File: src/rtl/trdb_pkg.sv
// Shared definitions for the trace-encoder register bank: register offsets,
// activation FSM states and the packed mode-bit layout.
package trdb_pkg;

   localparam int unsigned CTRL_OFF        = 'h00;
   localparam int unsigned MODE_OFF        = 'h04;
   localparam int unsigned RESYNC_OFF      = 'h08;
   localparam int unsigned STATUS_OFF      = 'h0C;
   localparam int unsigned FILTER_BASE_OFF = 'h10;

   localparam int unsigned MODE_W = 10;

   typedef enum logic [1:0] {
      ST_IDLE   = 2'd0,
      ST_ARMED  = 2'd1,
      ST_ACTIVE = 2'd2,
      ST_DRAIN  = 2'd3
   } trdb_reg_state_e;

   // First member is the MSB, so nocontext lands on bit 0.
   typedef struct packed {
      logic jump_target_cache;
      logic branch_prediction;
      logic implicit_return;
      logic sijump;
      logic implicit_exception;
      logic full_address;
      logic delta_address;
      logic encoder_mode;
      logic notime;
      logic nocontext;
   } trdb_mode_t;

   function automatic int unsigned filter_en_off(input int unsigned num_filters);
      return FILTER_BASE_OFF + 8 * num_filters;
   endfunction

endpackage

File: src/rtl/trdb_reg_filter_ch.sv
// One address-range filter channel: LO/HI staging registers, bus decode,
// and active copies that follow staging while commit_i is high.
module trdb_reg_filter_ch #(
   parameter int          XLEN    = 32,
   parameter int          PADDR_W = 12,
   parameter int unsigned LO_OFF  = 'h10
) (
   input  logic               clk_i,
   input  logic               rst_i,
   input  logic               wr_i,
   input  logic [PADDR_W-1:0] addr_i,
   input  logic [XLEN-1:0]    wdata_i,
   input  logic               commit_i,
   output logic [XLEN-1:0]    lo_o,
   output logic [XLEN-1:0]    hi_o,
   output logic [XLEN-1:0]    rdata_o,
   output logic               hit_o
);

   logic [XLEN-1:0] lo_stg;
   logic [XLEN-1:0] hi_stg;
   logic            sel_lo;
   logic            sel_hi;

   assign sel_lo = (addr_i == PADDR_W'(LO_OFF));
   assign sel_hi = (addr_i == PADDR_W'(LO_OFF + 4));
   assign hit_o  = sel_lo | sel_hi;

   always_comb begin
      rdata_o = '0;
      if (sel_lo)
         rdata_o = lo_stg;
      else if (sel_hi)
         rdata_o = hi_stg;
   end

   always_ff @(posedge clk_i) begin
      if (rst_i) begin
         lo_stg <= '0;
         hi_stg <= '0;
         lo_o   <= '0;
         hi_o   <= '0;
      end else begin
         if (wr_i && sel_lo)
            lo_stg <= wdata_i;
         if (wr_i && sel_hi)
            hi_stg <= wdata_i;
         if (commit_i) begin
            lo_o <= lo_stg;
            hi_o <= hi_stg;
         end
      end
   end

endmodule

File: src/rtl/trdb_reg_bank.sv
// APB control/status register bank for the trace encoder: staged config with
// frozen active copies, trace activation FSM, sticky overflow and flush pulse.
//
//   state     | meaning
//   ----------+----------------------------------------------------------
//   ST_IDLE   | not tracing; staging is copied to outputs every cycle
//   ST_ARMED  | enable seen, config frozen; one cycle before tracing
//   ST_ACTIVE | trace_activated_o high, encoder may emit packets
//   ST_DRAIN  | enable dropped; waiting for encoder_idle_i
import trdb_pkg::*;

module trdb_reg_bank #(
   parameter int XLEN        = 32,
   parameter int PADDR_W     = 12,
   parameter int NUM_FILTERS = 2,
   parameter int RESYNC_W    = 16
) (
   input  logic                                clk_i,
   input  logic                                rst_i,
   input  logic                                psel_i,
   input  logic                                penable_i,
   input  logic                                pwrite_i,
   input  logic [PADDR_W-1:0]                  paddr_i,
   input  logic [XLEN-1:0]                     pwdata_i,
   output logic [XLEN-1:0]                     prdata_o,
   output logic                                pready_o,
   output logic                                pslverr_o,
   input  logic                                encoder_idle_i,
   input  logic                                overflow_i,
   output logic                                trace_activated_o,
   output logic                                busy_o,
   output logic                                flush_o,
   output logic                                nocontext_o,
   output logic                                notime_o,
   output logic                                encoder_mode_o,
   output logic                                delta_address_o,
   output logic                                full_address_o,
   output logic                                implicit_exception_o,
   output logic                                sijump_o,
   output logic                                implicit_return_o,
   output logic                                branch_prediction_o,
   output logic                                jump_target_cache_o,
   output logic [RESYNC_W-1:0]                 resync_max_o,
   output logic [NUM_FILTERS-1:0][XLEN-1:0]    filter_lo_o,
   output logic [NUM_FILTERS-1:0][XLEN-1:0]    filter_hi_o,
   output logic [NUM_FILTERS-1:0]              filter_en_o
);

   trdb_reg_state_e         state, state_nxt;
   logic                    enable;
   logic                    overflow;
   logic                    flush_q;
   trdb_mode_t              mode_stg, mode_act;
   logic [RESYNC_W-1:0]     resync_stg;
   logic [NUM_FILTERS-1:0]  en_stg;
   logic [PADDR_W-1:0]      addr;
   logic                    access, wr, commit, mapped;
   logic                    sel_ctrl, sel_mode, sel_resync, sel_status, sel_en;
   logic [XLEN-1:0]         rdata;
   logic [XLEN-1:0]         ch_rdata [NUM_FILTERS];
   logic [NUM_FILTERS-1:0]  ch_hit;
   logic                    unused_addr_lsb;

   assign unused_addr_lsb = ^paddr_i[1:0];

   assign addr       = {paddr_i[PADDR_W-1:2], 2'b00};
   assign access     = psel_i & penable_i;
   assign wr         = access & pwrite_i;
   assign commit     = (state == ST_IDLE);
   assign sel_ctrl   = (addr == PADDR_W'(CTRL_OFF));
   assign sel_mode   = (addr == PADDR_W'(MODE_OFF));
   assign sel_resync = (addr == PADDR_W'(RESYNC_OFF));
   assign sel_status = (addr == PADDR_W'(STATUS_OFF));
   assign sel_en     = (addr == PADDR_W'(filter_en_off(NUM_FILTERS)));
   assign mapped     = sel_ctrl | sel_mode | sel_resync | sel_status | sel_en | (|ch_hit);

   assign pready_o  = 1'b1;
   assign pslverr_o = access & ~mapped & ~rst_i;
   assign prdata_o  = rdata;

   always_comb begin
      rdata = '0;
      if (sel_ctrl) begin
         rdata[0] = enable;
         rdata[1] = (state == ST_ACTIVE);
      end else if (sel_mode)
         rdata[MODE_W-1:0] = mode_stg;
      else if (sel_resync)
         rdata[RESYNC_W-1:0] = resync_stg;
      else if (sel_status)
         rdata[1:0] = {state != ST_IDLE, overflow};
      else if (sel_en)
         rdata[NUM_FILTERS-1:0] = en_stg;
      else
         for (int i = 0; i < NUM_FILTERS; i++)
            rdata = rdata | ch_rdata[i];
   end

   always_comb begin
      state_nxt = state;
      case (state)
         ST_IDLE:   if (enable) state_nxt = ST_ARMED;
         ST_ARMED:  state_nxt = enable ? ST_ACTIVE : ST_IDLE;
         ST_ACTIVE: if (!enable) state_nxt = ST_DRAIN;
         ST_DRAIN:  if (encoder_idle_i) state_nxt = ST_IDLE;
         default:   state_nxt = ST_IDLE;
      endcase
   end

   always_ff @(posedge clk_i) begin
      if (rst_i) begin
         state        <= ST_IDLE;
         enable       <= 1'b0;
         overflow     <= 1'b0;
         flush_q      <= 1'b0;
         mode_stg     <= '0;
         mode_act     <= '0;
         resync_stg   <= '1;
         resync_max_o <= '1;
         en_stg       <= '0;
         filter_en_o  <= '0;
      end else begin
         state   <= state_nxt;
         flush_q <= wr & sel_ctrl & pwdata_i[2];
         if (wr && sel_ctrl)
            enable <= pwdata_i[0];
         if (wr && sel_mode)
            mode_stg <= trdb_mode_t'(pwdata_i[MODE_W-1:0]);
         if (wr && sel_resync)
            resync_stg <= pwdata_i[RESYNC_W-1:0];
         if (wr && sel_en)
            en_stg <= pwdata_i[NUM_FILTERS-1:0];
         // A new overflow in the same cycle as the clear must not be lost.
         if (overflow_i)
            overflow <= 1'b1;
         else if (wr && sel_status && pwdata_i[0])
            overflow <= 1'b0;
         if (commit) begin
            mode_act     <= mode_stg;
            resync_max_o <= resync_stg;
            filter_en_o  <= en_stg;
         end
      end
   end

   for (genvar i = 0; i < NUM_FILTERS; i++) begin : g_filter
      trdb_reg_filter_ch #(
         .XLEN    (XLEN),
         .PADDR_W (PADDR_W),
         .LO_OFF  (FILTER_BASE_OFF + 8 * i)
      ) u_ch (
         .clk_i    (clk_i),
         .rst_i    (rst_i),
         .wr_i     (wr),
         .addr_i   (addr),
         .wdata_i  (pwdata_i),
         .commit_i (commit),
         .lo_o     (filter_lo_o[i]),
         .hi_o     (filter_hi_o[i]),
         .rdata_o  (ch_rdata[i]),
         .hit_o    (ch_hit[i])
      );
   end

   assign trace_activated_o    = (state == ST_ACTIVE);
   assign busy_o               = (state != ST_IDLE);
   assign flush_o              = flush_q;
   assign nocontext_o          = mode_act.nocontext;
   assign notime_o             = mode_act.notime;
   assign encoder_mode_o       = mode_act.encoder_mode;
   assign delta_address_o      = mode_act.delta_address;
   assign full_address_o       = mode_act.full_address;
   assign implicit_exception_o = mode_act.implicit_exception;
   assign sijump_o             = mode_act.sijump;
   assign implicit_return_o    = mode_act.implicit_return;
   assign branch_prediction_o  = mode_act.branch_prediction;
   assign jump_target_cache_o  = mode_act.jump_target_cache;

endmodule

File: config.mk
export PLATFORM = sky130hd
export DESIGN_NAME = trdb_reg_bank
export DESIGN_NICKNAME = d
export VERILOG_FILES = /design/src/rtl/trdb_pkg.sv /design/src/rtl/trdb_reg_filter_ch.sv /design/src/rtl/trdb_reg_bank.sv
export SDC_FILE = /design/constraint.sdc
export NUM_CORES = 1
export LEC_CHECK = 0
export ABC_AREA = 1
export CAP_MARGIN = 20
export CORE_UTILIZATION = 55
export DETAILED_ROUTE_END_ITERATION = 12
export GPL_ROUTABILITY_DRIVEN = 0
export MAX_ROUTING_LAYER = met4
export PLACE_DENSITY_LB_ADDON = 0.08
export SYNTH_ARGS = -nofsm -noshare
export SYNTH_HDL_FRONTEND = slang
export SYNTH_SLANG_ARGS = --single-unit
File: constraint.sdc
create_clock -name clk_i -period 3.9 [get_ports clk_i]
set_input_delay 0.78 -clock clk_i [delete_from_list [all_inputs] [get_ports clk_i]]
set_output_delay 0.78 -clock clk_i [all_outputs]
set_load 0.03 [all_outputs]
==> impl.org <==
** Clock tree
- In this run the number of H-tree levels came out at 1.
- The clock passes through at most 3 buffers.
- Sinks on the clock net :: 317
- Hold repair after CTS inserted 0 buffers.
- Clock Latency Late Sink :: 0.54 ns
- TritonCTS built the clock tree.
- Clock-pin slew of the registers on the worst-case setup and hold paths :: 0.06 ns
- Clock buffer count from CTS :: 31
- Clock root buffer :: clkbuf_16

** GRT
- The number of antenna violations at the first check in global routing was 0.
- Gr usage total :: 29.2%
- The number of global-route vias before repair is 9644.
- Largest net degree at the start of global routing :: 312
- The first global-routing pass estimated 50800 µm of wire.
- Summed over all layers, the global routing overflow is 0.

** Yosys
- The cell area that synthesis handed to floorplanning was 12000 µm².
- Main synth FF type :: dfxtp_1
- Counting distinct cell types in the post-synthesis netlist gives 36.
- After synthesis, the mean cell area works out to 8.29 µm².
- In the synthesized netlist the async set-or-reset flop fraction comes to 0%.
- Number of synthesized register bits :: 317
- Cells after Synth :: 1446
- Warning count from the yosys run :: 0
- Counting flops with a built-in enable in the synthesized netlist gives 0.
- Syn nets :: 1497
- The share of the Yosys chip area taken by registers is 52.9%.

** Die
- The die covers 22400 µm².
- Y dimension of the die :: 150 µm
- Pin placement for this block handled 244 I/O pins.
- Core area :: 21200 µm²
- Width of the chip :: 150 µm
- Once the floorplan was initialized, standard cells occupied 56.5% of the core.
- Placement Rows :: 53

** Status
- Run status :: finished clean

** Power
- IR analysis of the VDD net gives a maximum drop of 346 µV.
- In this run the power density over the cells is 411 nW/µm².
- Leakage Power :: 5.68 nW

** Critical path
- For this design, the slowest cell found on the critical path is clkdlybuf4s50_1.
- In this run the number of cells on the critical path is 9.
- Worst-path fanout max :: 10
- For the worst setup path, the data required time is 3.12 ns.
- Number of cells on the worst reg-to-reg path :: 4
- STA classifies the critical path startpoint as an input pin.
- Top Family by Delay on Critical Path :: buffers and inverters
- Crit path capture type :: output port
- Cell-by-cell listing of the critical path :: clkdlybuf4s50_1 -> nor2_1 -> nand2_4 -> nor2_8 -> nand2_4 -> inv_2 -> nand2_1 -> nand3_1 -> clkdlybuf4s50_1
- STA puts the critical path data arrival time at 2.85 ns.
- The worst setup path is of the input pin to output port kind.
- Delay contributed by the slowest stage of the critical path :: 0.66 ns
- Sum of buffers and inverters on the critical path :: 3

** Timing
- Slew at the pin closest to its max-slew limit :: 1.46 ns
- Setup violations, final :: 0
- Post-layout min period :: 3.63 ns
- Timing would allow up to 275 MHz.
- Between clock sinks in the finished design, the worst skew comes to 0.00673 ns.
- Portion of the clock cycle consumed by the worst path in the final layout :: 93.1%
- Final hold analysis gives a worst-case slack of 0.458 ns.
- Slew Limit Fails :: 0
- Slew Limit Headroom :: 2.63%
- Sum Neg Setup Slack :: 0 ns
- Hold violation count in the final report :: 0
- RSZ-0062 raised after global routing :: false

** Routing
- The routed design has 32200 µm of wire.
- Drt drc :: 0
- In this run the remaining antenna-violating nets after routing total 0.
- Final routed wire length divided by cell count :: 16.8 µm
- Vias per std cell :: 5.51
- The pre-antenna-repair detailed-routing pass consisted of 8 iterations.
- Number of vias in the routed layout :: 10600
- Violation count after the first detailed-routing iteration :: 845

** Finish
- 0 antenna diodes ended up in the layout.
- Net count, final :: 1673
- Cells fill 72.1% of the core in the end.
- Final instance count without filler cells :: 1915
- In the final layout, the share of cells above drive strength 1 is 8.11%.
- Final cell area excluding filler cells :: 15300 µm²
- Fill cells in the final layout number 1704.
- Compared with the post-synthesis result, the final layout area differs by 27.5%.

** Place
- Number of buffers added on ports :: 240
- The number of placed instances, taps included, is 1864.
- HPWL after DPL :: 19300 µm
- After detailed placement, the total cell area comes to 14300 µm².

** Flow run
- The tool flagged a number of max-cap violations equal to 0.

** Hold path
- The worst hold path was traced through 2 stages.
- The min-delay analysis places its worst path in the category flip-flop to flip-flop.
==> area by class of cell <==
type / count / area (µm²) / share of cell area [%]
Tap cell: 275 / 344 / 2.25
Timing Repair Buffer: 257 / 2550 / 16.7
Inverter: 176 / 666 / 4.35
Multi-Input combinational cell: 839 / 4430 / 29.0
Clock inverter: 2 / 35.0 / 0.229
Clock buffer: 49 / 923 / 6.04
Sequential cell: 317 / 6350 / 41.5
==> layer usage <==
metal | wire length (µm) | vias to the layer above | part of all wire, % | track usage [%]
met2 | 15100 | 331 | 47 | 46.3
met4 | 697 | 0 | 2.2 | 7.58
met3 | 2400 | 49 | 7.4 | 6.22
li1 | - | 5281 | - | -
met5 | 0 | - | 0 | -
met1 | 14000 | 4897 | 43 | 37.8
==> worst register-to-register path, stage by stage, from the launching register on <==
cell and delay, ns:
dfxtp_1 0.37, nor2_4 0.16, buf_12 0.45, o21ai_0 0.78, a21oi_1 0.21
==> state kept, by name (all words and copies together) (netlist names), 2 cells and up, named ones only <==
name	cells
g_filter.u_ch.lo_o	64
g_filter.u_ch.hi_stg	64
resync_max_o	16
g_filter.u_ch.hi_o	64
en_stg	2
mode_stg	10
g_filter.u_ch.lo_stg	64
filter_en_o	2
resync_stg	16
==> timing repair <==
item                                    in CTS  in global routing
gates resized for setup                      0                  1
setup buffers                                0                  0
endpoints found under the setup margin       0                  2
==> power by group <==
part	internal [W]	switching (W)	leakage, nW
logic	0.0000849	0.000136	2.66
clock network	0.00166	0.00117	0.469
registers	0.00324	0.000000640	2.55
==> per-stage QoR <==
step,setup WS (ns),total power (W)
after detailed placement,0.181,0.00353
after floorplan,0.988,0.00343
final,0.270,0.00629
after global placement,0.190,0.00352
after CTS,0.176,0.00634
after global routing,0.116,0.00650
==> logic make-up (layout without fill, tap and decap cells) <==
group                  count (synthesis)  after routing  synth area share [%]
buffers and inverters                290            484                  10.2
AOI/OAI and AO/OA                    645            645                  28.9
other                                  1              1                0.0313
and+or+nand+nor                      193            193                  7.88
DFF                                  317            317                  52.9
==> cells in the final DEF, fill, tap and decap left out, types with 2 or more instances in the layout <==
cell,n
nand2_1,80
nand2_4,4
o21ai_0,254
nand3_2,3
nor2_2,3
o211ai_2,8
dfxtp_1,317
nor2_4,2
inv_2,5
clkbuf_16,31
clkbuf_8,8
nand2_2,6
buf_4,41
nor2_8,2
nor2_1,20
o21ai_1,28
nor4_1,2
clkbuf_1,10
inv_1,169
nand3_1,58
a211o_1,6
nand4_1,5
a21oi_2,7
nor3_1,6
o22ai_1,44
buf_12,8
o221ai_1,17
a21oi_1,276
clkdlybuf4s50_1,208
o211ai_1,2
==> synth_stat cells (7+ instances only) <==
master	n	share of area (%)
dfxtp_1	317	53
a21oi_1	276	12
o21ai_0	254	11
inv_1	170	5.3
clkbuf_1	80	2.5
nand2_1	80	2.5
nand3_1	58	2.4
o22ai_1	44	2.3
o21ai_1	28	1.2
nor2_1	21	0.66
o221ai_1	17	1.2
buf_2	16	0.67
buf_6	13	1.2
o211ai_2	8	0.83
a21oi_2	7	0.51
==> path summary, 6_finish.rpt <==
path                                                               to  slack (ns)                    startpoint
worst max register to register  g_filter[0].u_ch.hi_o[4]$_SDFFE_PP0N_        1.85                     flip-flop
worst max-delay path                                      prdata_o[1]        0.27                    paddr_i[4]
worst min-delay path                     resync_max_o[2]$_SDFFE_PP1N_        0.46  resync_max_o[2]$_SDFFE_PP1N_
worst min register to register           resync_max_o[2]$_SDFFE_PP1N_        0.46  resync_max_o[2]$_SDFFE_PP1N_
Note: power is estimated with default switching activity, not from simulation.
